File: config.mk
export PLATFORM = sky130hd
export DESIGN_NAME = out_port_alloc_rr
export DESIGN_NICKNAME = d
export VERILOG_FILES = /design/src/rtl/out_port_alloc_rr.sv
export SDC_FILE = /design/constraint.sdc
export NUM_CORES = 1
export LEC_CHECK = 0
export ABC_CLOCK_PERIOD_IN_PS = 5380
export BUFFER_PORTS_ARGS = -buffer_cell sky130_fd_sc_hd__buf_2
export CAP_MARGIN = 20
export CORE_MARGIN = 10
export CORE_UTILIZATION = 35
export CTS_BUF_LIST = sky130_fd_sc_hd__clkbuf_4
export CTS_CLUSTER_DIAMETER = 50
export DETAILED_ROUTE_END_ITERATION = 8
export PLACE_DENSITY = 0.59
export SLEW_MARGIN = 20
export SYNTH_ARGS = -nofsm -noshare
export SYNTH_HDL_FRONTEND = slang
export SYNTH_SLANG_ARGS = --single-unit
export TNS_END_PERCENT = 20
File: constraint.sdc
create_clock -name clk -period 5.38 [get_ports clk]
set_input_delay 1.076 -clock clk [delete_from_list [all_inputs] [get_ports clk]]
set_output_delay 1.076 -clock clk [all_outputs]
set_load 0.05 [all_outputs]
File: src/rtl/out_port_alloc_rr.sv
// ============================================================================
// out_port_alloc_rr : per-output switch allocator, multicast-first round robin
//                     with starvation guard and per-packet grant lock.
// Revision 1.0
// ============================================================================
`default_nettype none

module out_port_alloc_rr #(
  parameter int NPORT        = 5,
  parameter int STARVE_LIMIT = 8,
  parameter int CNT_W        = 4
) (
  input  logic             clk,
  input  logic             rst,
  input  logic [NPORT-1:0] u_req_i,
  input  logic [NPORT-1:0] m_req_i,
  input  logic [NPORT-1:0] multab_ct_i,
  input  logic [NPORT-1:0] flit_tail_i,
  input  logic             out_ready_i,
  output logic [NPORT-1:0] grt_o,
  output logic             grt_mcast_o,
  output logic             busy_o
);

  localparam int               PTR_W      = (NPORT > 1) ? $clog2(NPORT) : 1;
  localparam logic [NPORT-1:0] C_ONE      = {{(NPORT-1){1'b0}}, 1'b1};
  localparam logic [CNT_W-1:0] C_STARVE   = CNT_W'(STARVE_LIMIT);
  localparam logic [PTR_W-1:0] C_LAST_IDX = PTR_W'(NPORT - 1);

  typedef enum logic [0:0] {
    IDLE   = 1'b0,
    LOCKED = 1'b1
  } state_t;

  state_t             state_q;
  logic [NPORT-1:0]   grt_q;
  logic               grt_mcast_q;
  logic               busy_q;
  logic [PTR_W-1:0]   m_ptr_q;
  logic [PTR_W-1:0]   u_ptr_q;
  logic [CNT_W-1:0]   starve_cnt_q;
  logic [CNT_W-1:0]   starve_cnt_d;

  logic [NPORT-1:0]   m_el;
  logic [NPORT-1:0]   u_el;
  logic               sel_m;
  logic [NPORT-1:0]   cls_vec;
  logic [PTR_W-1:0]   win_idx;
  logic               have_win;
  logic [PTR_W-1:0]   owner_idx;
  logic [PTR_W-1:0]   nxt_ptr;
  logic               xfer;
  logic               tail;

  function automatic logic [PTR_W-1:0] rr_pick(input logic [NPORT-1:0] vec,
                                               input logic [PTR_W-1:0] ptr);
    int   idx;
    logic found;
    rr_pick = '0;
    found   = 1'b0;
    for (int k = 0; k < NPORT; k++) begin
      idx = (int'(ptr) + k) % NPORT;
      if (!found && vec[idx]) begin
        found   = 1'b1;
        rr_pick = PTR_W'(idx);
      end
    end
  endfunction

  // A port offering both classes competes only as multicast.
  assign m_el     = m_req_i & ~multab_ct_i;
  assign u_el     = u_req_i & ~m_el;
  assign sel_m    = (|m_el) && !((starve_cnt_q == C_STARVE) && (|u_el));
  assign cls_vec  = sel_m ? m_el : u_el;
  assign have_win = |cls_vec;
  assign win_idx  = rr_pick(cls_vec, sel_m ? m_ptr_q : u_ptr_q);

  always_comb begin
    owner_idx = '0;
    for (int i = 0; i < NPORT; i++) begin
      if (grt_q[i]) owner_idx = PTR_W'(i);
    end
  end

  assign nxt_ptr = (owner_idx == C_LAST_IDX) ? '0 : owner_idx + 1'b1;
  assign xfer    = out_ready_i & (|(grt_q & (u_req_i | m_req_i)));
  assign tail    = |(grt_q & flit_tail_i);

  always_comb begin
    starve_cnt_d = starve_cnt_q;
    if (!sel_m) begin
      starve_cnt_d = '0;
    end else if (|u_el) begin
      starve_cnt_d = (starve_cnt_q == C_STARVE) ? starve_cnt_q : starve_cnt_q + 1'b1;
    end
  end

  always_ff @(posedge clk or posedge rst) begin
    if (rst) begin
      state_q      <= IDLE;
      grt_q        <= '0;
      grt_mcast_q  <= 1'b0;
      busy_q       <= 1'b0;
      m_ptr_q      <= '0;
      u_ptr_q      <= '0;
      starve_cnt_q <= '0;
    end else begin
      case (state_q)
        IDLE: begin
          if (have_win && out_ready_i) begin
            grt_q        <= C_ONE << win_idx;
            grt_mcast_q  <= sel_m;
            busy_q       <= 1'b1;
            starve_cnt_q <= starve_cnt_d;
            state_q      <= LOCKED;
          end
        end
        LOCKED: begin
          if (xfer && tail) begin
            grt_q       <= '0;
            grt_mcast_q <= 1'b0;
            busy_q      <= 1'b0;
            state_q     <= IDLE;
            if (grt_mcast_q) m_ptr_q <= nxt_ptr;
            else             u_ptr_q <= nxt_ptr;
          end
        end
        default: state_q <= IDLE;
      endcase
    end
  end

  assign grt_o       = grt_q;
  assign grt_mcast_o = grt_mcast_q;
  assign busy_o      = busy_q;

endmodule

`default_nettype wire

==> results.ini <==
[run_status]
status = finished, violations left
violations = negative setup slack

[sta]
worst_pin_slew_ns = 0.681
rsz0062_at_grt = true
final-hold-violation-count = 0
fin_crit_ns = 5.64
period_share_pct = 105
slew_headroom_pct = 54.1
finalClockSkew_ns = 0.000685
finalWorstSetupSlack_ns = -0.262
setup-violations-final = 5
slew_violations = 0
max_freq_mhz = 177

[global_routing]
grt_pass1_wl_microns = 20400
grt_max_degree = 25
antenna_found_initial = 0
grtUsageMet1_pct = 21.9
grt_busiest_layer = met2
first_global_vias = 4018
grt.overflow.total = 0
grtUsageTotal_pct = 17.2
grt_use_met3_pct = 3.55
met2_usage_pct = 28.6

[placed_design]
hpwl_microns = 10000
place_inst = 680
numPortBuffers = 29
gp_congestion = 1.00

[clocking]
clockRootBuffer = clkbuf_4
cts_tree = built
clk_path_buf_depth = 2
cts.clk_slew.worst_paths_ns = 0.09
clk_latency_ns = 0.29
hold_buffers = 0
htree_levels = 1
clock_sinks = 18
numCtsBuffers = 3

[cells_and_area]
fillers = 910
final_core_util_pct = 49.0
final_layout_size_suffix_gt1_share_pct = 34.5
layout_common_cells = buf_4, nor2_1, nand2_1, a21oi_1
nets = 603
antenna_cells = 0
area_delta_synth_final_pct = 35.7
final_cells = 688
final_common_cell = buf_4

[logic_synthesis]
synth-simple-area-share_pct = 26.7
muxShareOfSynthArea_pct = 9.18
ys_warn_count = 0
ys_types = 80
synth_ff_type = dfrtp_1
syn_area_sq_um = 3370
synth_compound_area_share_pct = 35.3
synthCells = 454
postSynthAreaPerCell_sq_um = 7.42
synth_fp_nets = 496
synth_edf_count = 0
synth_fa_ha_area_share_pct = 7.06
ys_ff_latch = 18
synth_top_family_by_area = compound AO/OA/AOI/OAI gates
yosysSeqAreaShare_pct = 13.4
synth_xor_area_share_pct = 3.12
async_reset_ff_share_pct = 100

[routing]
wl_per_cell_microns = 18.6
viasPerCell = 5.95
drc = 0
dr.pass1.iters = 7
vias = 4091
wirelength_microns = 12800
antenna_left = 0
drt_iter0_markers = 444

[worst_setup_path]
crit_required_ns = 5.61
cp.arrival_ns = 5.87
cpPeakStageDelay_ns = 0.44
path_class = primary input to flip-flop
critPathMostFrequentCell = ha_4
cpMaxStageDelayCell = a222oi_1
crit_fanout = 5
endpoint_kind = flip-flop
worstSetupStartpointType = primary input

[power_and_ir_drop]
clkPwrFrac_pct = 2.4
power_frac_comb_pct = 87.9
leakage_uw = 0.00200
ir_worst_vdd_mv = 0.353
p_total_uw = 2710
switching_share_pct = 52.0
power_density_nw_per_um2 = 593
switchingPower_uw = 1410
intPower_uw = 1300
seqPwrFrac_pct = 9.7

[floorplan]
core_sq_um = 9330
die_x_microns = 118
start_util_pct = 36.1
io_pins = 30
die_height_microns = 118
dieArea_sq_um = 13900
rows = 35

[hold_path]
hold_path_class = flip-flop to flip-flop

[job]
drv_cap = 0

[stage by stage]
stage,hold slack [ns],TNS (ns),setup slack (ns),area [sq um]
floorplan,0.445,-3.25,-0.717,3510
global placement,0.469,-1.87,-0.408,4380
detailed placement,0.471,-2.61,-0.552,4380
CTS,0.491,-0.551,-0.162,4480
global route,0.520,-1.57,-0.362,4570
finish,0.486,-1.06,-0.262,4570
[power by group through the flow]
stage	registers (uW)	clock network, uW	logic (uW)
finish	264	64.6	2380
global route	271	72.7	2560
CTS	260	67.3	2230
detailed placement	262	0	2170
global placement	261	0	2130
floorplan	304	0	1360
[state kept, by name (all words and copies together) (netlist names)]
name	cells
busy_o	1
grt_mcast_o	1
grt_o	5
m_ptr_q	3
starve_cnt_q	4
state_q	1
u_ptr_q	3
[logic make-up (layout without fill, tap and decap cells)]
family,after synthesis,count (layout)
and+or+nand+nor,170,170
AOI/OAI and AO/OA,164,164
buffers and inverters,43,148
muxes,28,28
adders and majority gates,19,19
DFF,18,18
xor gates and xnor gates,12,12
[synthesized netlist by cell type (3+ instances only)]
| library cell | instances | area share [%] |
|---|---|---|
| ha_1 | 19 | 7.1 |
| a211oi_1 | 8 | 1.8 |
| nand2_1 | 34 | 3.8 |
| clkbuf_1 | 17 | 1.9 |
| or2_2 | 4 | 0.74 |
| o221ai_1 | 3 | 0.78 |
| o311ai_0 | 4 | 1.0 |
| and3_1 | 3 | 0.56 |
| nand3_1 | 14 | 2.1 |
| o211ai_1 | 11 | 2.5 |
| a2111oi_0 | 3 | 0.78 |
| o31ai_1 | 6 | 1.3 |
| or3_1 | 3 | 0.56 |
| nand4_1 | 8 | 1.5 |
| a31oi_1 | 10 | 1.9 |
| a22oi_1 | 5 | 1.1 |
| nand2b_1 | 12 | 2.2 |
| nor2_1 | 37 | 4.1 |
| a211o_1 | 5 | 1.3 |
| o21ai_0 | 30 | 4.5 |
| a21oi_1 | 32 | 4.8 |
| inv_1 | 20 | 2.2 |
| and2_1 | 6 | 1.1 |
| a32o_1 | 3 | 0.89 |
| nor3b_1 | 6 | 1.3 |
| nor2b_1 | 15 | 2.8 |
| dfrtp_1 | 18 | 13 |
| buf_2 | 3 | 0.45 |
| xor2_1 | 4 | 1.0 |
| mux2i_1 | 17 | 5.1 |
| mux2_2 | 9 | 3.0 |
| nor3_1 | 13 | 1.9 |
| xnor2_1 | 8 | 2.1 |
| a21o_1 | 6 | 1.3 |
[metal layers]
metal  share of wire (%)  wire [microns]
met3                 8.4            1080
met5                   0               0
met4                 2.4             308
met1                  43            5550
met2                  46            5850
[worst paths after layout]
kind / start / to / slack [ns] / cells past startpoint
max in group asynchronous: rst / starve_cnt_q[3] / 4.05 / 2
worst min register to register: starve_cnt_q[3] / starve_cnt_q[3] / 0.49 / 1
worst max-delay path: multab_ct_i[4] / grt_o[3] / -0.26 / 27
worst max register to register: starve_cnt_q[0] / grt_o[3] / 0.13 / 23
min in group asynchronous: rst / state_q / 0.89 / 2
worst min-delay path: starve_cnt_q[3] / starve_cnt_q[3] / 0.49 / 1
[final cells by class]
class / count / area [sq um] / share of cell area [%]
Tap cell: 129 / 161 / 3.53
Inverter: 20 / 82.6 / 1.81
Multi-Input combinational cell: 393 / 2980 / 65.1
Sequential cell: 18 / 450 / 9.86
Clock buffer: 3 / 22.5 / 0.493
Timing Repair Buffer: 125 / 876 / 19.2
[worst max-delay path: cells and delay by family]
| kind | cells | cell delay (ns) |
|---|---|---|
| xor gates and xnor gates | 1 | 0.23 |
| muxes | 1 | 0.31 |
| AOI/OAI and AO/OA | 9 | 1.95 |
| buffers and inverters | 6 | 0.59 |
| adders and majority gates | 4 | 0.74 |
| and+or+nand+nor | 6 | 0.98 |
[timing repair]
action,in CTS,in global routing
resized for setup,13,11
setup buffers,3,2
cloned,0,0
endpoints found under the setup margin,5,5
pin swaps,13,13
Power figures use the tool's default switching activity.
